### config.mk
export PLATFORM = sky130hd
export DESIGN_NAME = dct_npoint_mac
export DESIGN_NICKNAME = d
export VERILOG_FILES = /design/src/rtl/dct_pkg.sv /design/src/rtl/dct_mac_lane.sv /design/src/rtl/dct_npoint_mac.sv
export SDC_FILE = /design/constraint.sdc
export NUM_CORES = 1
export LEC_CHECK = 0
export ABC_CLOCK_PERIOD_IN_PS = 6350
export CAP_MARGIN = 10
export CORE_ASPECT_RATIO = 1.75
export CORE_MARGIN = 3
export CORE_UTILIZATION = 39
export CTS_BUF_LIST = sky130_fd_sc_hd__clkbuf_16
export CTS_CLUSTER_SIZE = 12
export DETAILED_ROUTE_END_ITERATION = 6
export PLACE_DENSITY = 0.67
export SYNTH_ARGS = -nofsm -noshare
export SYNTH_HDL_FRONTEND = slang
export SYNTH_SLANG_ARGS = --single-unit
### constraint.sdc
create_clock -name i_clk -period 6.35 [get_ports i_clk]
set_clock_uncertainty 0.1 [all_clocks]
set_input_delay 1.5875 -clock i_clk [delete_from_list [all_inputs] [get_ports i_clk]]
set_output_delay 1.5875 -clock i_clk [all_outputs]
set_load 0.01 [all_outputs]
### src/rtl/dct_pkg.sv
// Shared definitions for the N-point DCT MAC engine: FSM states and the
// Q.4 coefficient ROMs for the 4- and 8-point transforms.
package dct_pkg;

    typedef enum logic [1:0] {IDLE, CALC, HOLD} state_t;

    localparam int ROM_FRAC_W = 4;

    // Row k, column n holds round(16 * c_k * cos((2n+1)k*pi/2N)).
    localparam int COEF4 [4][4] = '{
        '{ 8,   8,   8,   8},
        '{10,   4,  -4, -10},
        '{ 8,  -8,  -8,   8},
        '{ 4, -10,  10,  -4}
    };

    localparam int COEF8 [8][8] = '{
        '{6,  6,  6,  6,  6,  6,  6,  6},
        '{8,  7,  4,  2, -2, -4, -7, -8},
        '{7,  3, -3, -7, -7, -3,  3,  7},
        '{7, -2, -8, -4,  4,  8,  2, -7},
        '{6, -6, -6,  6,  6, -6, -6,  6},
        '{4, -8,  2,  7, -7, -2,  8, -4},
        '{3, -7,  7, -3, -3,  7, -7,  3},
        '{2, -4,  7, -8,  8, -7,  4, -2}
    };

    function automatic int coef(input int n, input int row, input int col);
        if (n == 8) return COEF8[row % 8][col % 8];
        return COEF4[row % 4][col % 4];
    endfunction

endpackage

### src/rtl/dct_mac_lane.sv
// One signed multiply-accumulate lane; sum is the accumulator value that the
// current product would produce, so the top can capture the final result.
module dct_mac_lane #(
    parameter int DATA_W = 8,
    parameter int COEF_W = 8,
    parameter int OUT_W  = 18
) (
    input  logic                     clk,
    input  logic                     clr,
    input  logic                     en,
    input  logic signed [DATA_W-1:0] sample,
    input  logic signed [COEF_W-1:0] coef,
    output logic signed [OUT_W-1:0]  sum
);

    logic signed [DATA_W+COEF_W-1:0] prod;
    logic signed [OUT_W-1:0]         acc;

    assign prod = sample * coef;
    assign sum  = acc + OUT_W'(prod);

    always_ff @(posedge clk) begin
        if (clr)
            acc <= '0;
        else if (en)
            acc <= sum;
    end

endmodule

### src/rtl/dct_npoint_mac.sv
// Sequential N-point forward/inverse DCT: one block in, N MAC cycles across
// N parallel lanes, one full-precision block out with valid/ready handshakes.
module dct_npoint_mac
    import dct_pkg::*;
#(
    parameter int N      = 4,
    parameter int DATA_W = 8,
    parameter int COEF_W = 8,
    parameter int FRAC_W = 4,
    parameter int OUT_W  = DATA_W + COEF_W + $clog2(N)
) (
    input  logic                  i_clk,
    input  logic                  i_rst_n,
    input  logic                  i_valid,
    output logic                  o_ready,
    input  logic                  i_mode,
    input  logic [N*DATA_W-1:0]   i_data,
    output logic                  o_valid,
    input  logic                  i_ready,
    output logic [N*OUT_W-1:0]    o_data,
    output logic                  o_busy
);

    localparam int CNT_W = $clog2(N);

    if ((N != 4 && N != 8) || FRAC_W != ROM_FRAC_W) begin : g_param_check
        $error("dct_npoint_mac: unsupported N or FRAC_W");
    end

    state_t                   state, state_n;
    logic [CNT_W-1:0]         cnt;
    logic                     mode;
    logic                     accept, last, calc;
    logic signed [DATA_W-1:0] x_q       [N];
    logic signed [COEF_W-1:0] lane_coef [N];
    logic signed [OUT_W-1:0]  lane_sum  [N];
    logic signed [OUT_W-1:0]  out_q     [N];

    always_ff @(posedge i_clk or negedge i_rst_n) begin
        if (!i_rst_n)
            state <= IDLE;
        else
            state <= state_n;
    end

    always_comb begin
        state_n = state;
        o_ready = 1'b0;
        case (state)
            IDLE: begin
                o_ready = 1'b1;
                if (i_valid) state_n = CALC;
            end
            CALC: begin
                if (last) state_n = HOLD;
            end
            HOLD: begin
                o_ready = i_ready;
                if (i_ready) state_n = i_valid ? CALC : IDLE;
            end
            default: state_n = IDLE;
        endcase
    end

    assign accept  = i_valid && o_ready;
    assign calc    = (state == CALC);
    assign last    = calc && (cnt == CNT_W'(N - 1));
    assign o_valid = (state == HOLD);
    assign o_busy  = calc;

    always_ff @(posedge i_clk or negedge i_rst_n) begin
        if (!i_rst_n) begin
            cnt  <= '0;
            mode <= 1'b0;
            for (int j = 0; j < N; j++) out_q[j] <= '0;
        end else begin
            if (accept) begin
                cnt  <= '0;
                mode <= i_mode;
            end else if (calc) begin
                cnt <= cnt + CNT_W'(1);
            end
            // Result register only moves on the final MAC edge.
            if (last) begin
                for (int j = 0; j < N; j++) out_q[j] <= lane_sum[j];
            end
        end
    end

    always_ff @(posedge i_clk) begin
        if (accept) begin
            for (int j = 0; j < N; j++) x_q[j] <= i_data[j*DATA_W +: DATA_W];
        end
    end

    // Forward uses row j of the ROM, inverse uses column j.
    always_comb begin
        for (int j = 0; j < N; j++) begin
            lane_coef[j] = mode ? COEF_W'(coef(N, int'(cnt), j))
                                : COEF_W'(coef(N, j, int'(cnt)));
        end
    end

    for (genvar j = 0; j < N; j++) begin : g_lane
        dct_mac_lane #(
            .DATA_W (DATA_W),
            .COEF_W (COEF_W),
            .OUT_W  (OUT_W)
        ) u_lane (
            .clk    (i_clk),
            .clr    (accept),
            .en     (calc),
            .sample (x_q[cnt]),
            .coef   (lane_coef[j]),
            .sum    (lane_sum[j])
        );

        assign o_data[j*OUT_W +: OUT_W] = out_q[j];
    end

endmodule

==> reports/qor.txt <==
outcome: finished, final reports clean
FF+latch area: 4150 µm²
Antenna diodes: 0
TritonRoute pass-1 iters: 5
Final Slew Violations: 0
Post-Synthesis Cells: 1744
Synth Area in Simple Gates: 9.04%
H-tree Lvls: 4
routed via count: 12100
Ports: 112
worst reg2reg path startpoint: cnt[1]
chip width: 163 µm
clock sink total: 173
Seq/Total Area, Yosys: 24.6%
Slowest-stage cell, CP: fa_1
largest area contributor in the netlist: fa_1
Clk Latency, worst-skew pair: 470 ps
# hold bufs at CTS: 0
setup TNS: 0 ps
min Tclk post-route: 6050 ps
FF+latch count, synth: 173
Initial Util: 39.5%
grt ovf: 0
routability cong.: 0.895
Synth warnings: 0
CTS tree: built
endpoint type of the worst setup path: flop
Worst Path Buf+Inv: 4
Multi-input gate area: 11200 µm²
predominant post-synthesis flop cell: dfrtp_1
hold slack: 362 ps
Mapped Area: 16900 µm²
Critical Path RT: 6570 ps
Adder-Cell Fraction of Synth Area: 41.2%
fin cells: 2429
vias in the first global route: 13600
crit-path max cell delay: 570 ps
cells along the critical path: clkinv_1, ha_1, inv_1, mux2i_4, nor2_1, ha_1, inv_1, fa_1, inv_1, fa_1, fa_1, fa_1, ha_1, a211oi_1, o21ai_1, and3_1, o41ai_1, xnor2_1, o21ai_0
cts bufs inserted: 17
drt wl/cell: 17.0 µm
crit share post-route: 95.3%
gr usage total: 18.9%
Worst R2R Setup Slack: 300 ps
hold path cells: 2
count of cell types in the netlist: 60
most used cell, CP: fa_1
core region area: 42700 µm²
full die area: 45800 µm²
R2R Path End: o_data[35]
final net count: 2320
Row Count: 100
Fin. Hold Viols: 0
CP Max Fanout: 11
Setup crit start kind: flop
final setup fails: 0
RSZ-0062 raised after global routing: false
worst hold endpoint: g_lane[1].u_lane.acc[5]
post-synthesis compound-gate area fraction: 8.70%
Slew @ Worst Pin: 792 ps
MaxCap Viol Count: 0
share of layout cells above drive strength 1: 6.75%
DP Cell Count: 2395
Top delay family on crit path: adder cells
die height: 281 µm
largest family of logic cells by synthesized area: adder cells
FFs w/ async S/R, synth: 42.2%
Post-Synth XOR/XNOR Area: 3.79%
first-pass GRT wire length: 68.0 mm
Rel. slew slack: 46.9%
initial antenna violation count: 0
post-synth top area share: 25.2%
syn avg cell area: 9.66 µm²
Remaining DRCs: 0
Post-Route WL: 41.3 mm
Hold Startpoint: g_lane[1].u_lane.acc[5]
Root Buffer: clkbuf_16
post-route ant nets: 0
main area contributors after synthesis: fa_1 25%, ha_1 16%, dfrtp_1 11%
largest net degree at the start of global routing: 75
clock tree buffer depth: 2
Worst path depth: 19
HPWL after DPL: 33.5 mm
Worst Hold Class: reg -> reg
WP data arrival: 6270 ps
# fillers: 4027
worst reg-to-reg path cell count: 19
area added between synthesis and finish: 14.4%
clock slew at reported path FFs: 80 ps
number of vias per cell: 4.98
FMAX: 165 MHz
initial DRC count: 510
crit path kind: reg -> reg
number of synthesized flops with an enable pin: 32
IO buf count: 107
mux cell area share after synthesis: 3.21%
==> routing by layer <==
metal | track usage, % | wire [µm] | vias to the layer above
met2 | 37.1 | 23400 | 255
met3 | 2.12 | 1270 | 73
met5 | 0 | 0 | -
met4 | 7.68 | 1500 | 0
li1 | - | - | 5728
met1 | 20.2 | 15100 | 6052
==> layout by cell type (no fill, tap or decap), drive strengths merged, types with 10 or more instances in the layout <==
cell type / synthesis / layout
clkdlybuf4s50: 0 / 106
dfxtp: 68 / 68
xnor2: 45 / 45
nor2: 124 / 124
buf: 24 / 34
nor2b: 18 / 18
nand2: 174 / 174
clkbuf: 27 / 17
a21oi: 73 / 73
a21o: 25 / 25
a211oi: 11 / 11
nand2b: 13 / 13
o21ai: 88 / 88
dfrtp: 73 / 73
nor3: 10 / 10
edfxtp: 32 / 32
o22ai: 13 / 13
ha: 216 / 216
mux2: 37 / 37
fa: 212 / 212
inv: 356 / 365
xor2: 28 / 28
==> worst register-to-register path, stage by stage, from the launching register on <==
cell and delay (ps):
dfrtp_1 410, clkinv_1 320, ha_1 540, inv_1 160
mux2i_4 310, nor2_1 90, ha_1 300, inv_1 50
fa_1 490, inv_1 50, fa_1 570, fa_1 450
fa_1 450, ha_1 380, a211oi_1 290, o21ai_1 160
and3_1 170, o41ai_1 330, xnor2_1 180, o21ai_0 100
==> flip-flops by register name, indices dropped and copies added (netlist names) <==
name and cells:
o_data 68, g_lane.u_lane.acc 68, x_q 32, cnt 2, state 2, mode 1
==> kinds of logic after synthesis <==
logic type	Yosys count
AO/OA/AOI/OAI	248
AND/OR/NAND/NOR	363
multiplexers	47
adder cells (fa/ha/maj)	428
buffers and inverters	411
other	1
flip-flops	173
XOR/XNOR	73
==> repair_timing <==
item	CTS	global route
gates resized for setup	1	9
pin swaps	0	1
endpoints found under the setup margin	2	17
buffers inserted	0	2
==> Yosys cell counts (all sizes together), types with 18 or more instances <==
cell type  number
a21o           25
a21oi          73
buf            24
clkbuf         27
dfrtp          73
dfxtp          68
edfxtp         32
fa            212
ha            216
inv           356
mux2           37
nand2         174
nor2          124
nor2b          18
o21ai          88
xnor2          45
xor2           28
==> worst max path at each step <==
| stage | endpoint | slack, ps | start |
|---|---|---|---|
| final | o_data[35] | 300 | cnt[1] |
| after global routing | g_lane[1].u_lane.acc[17] | 40 | cnt[0] |
| after CTS | o_data[49] | 110 | cnt[0] |
| after detailed placement | o_data[49] | 80 | cnt[0] |
| after global placement | o_data[49] | 190 | cnt[0] |
| after floorplan | g_lane[2].u_lane.acc[17] | 70 | cnt[0] |
==> cell type report <==
cell class / count / share of cell area (%)
Clock inverter: 15 / 0.701
Inverter: 360 / 7.01
Multi-Input combinational cell: 1163 / 58.0
Timing Repair Buffer: 140 / 6.95
Tap cell: 561 / 3.64
Sequential cell: 173 / 21.5
Clock buffer: 17 / 2.21
==> per-stage QoR <==
step           utilization (%)  worst slack, ps  cell area, µm²
2_1_floorplan                -             69.9           16900
3_3_place_gp              43.8              195           18700
3_5_place_dp              43.8             83.5           18700
4_1_cts                   45.1              110           19200
5_1_grt                   45.2             35.6           19300
6_report                  45.2              296           19300
Power is left out: the tool's default activity adds up to more than one toggle a clock period on the data nets, which glitch-free logic cannot reach.
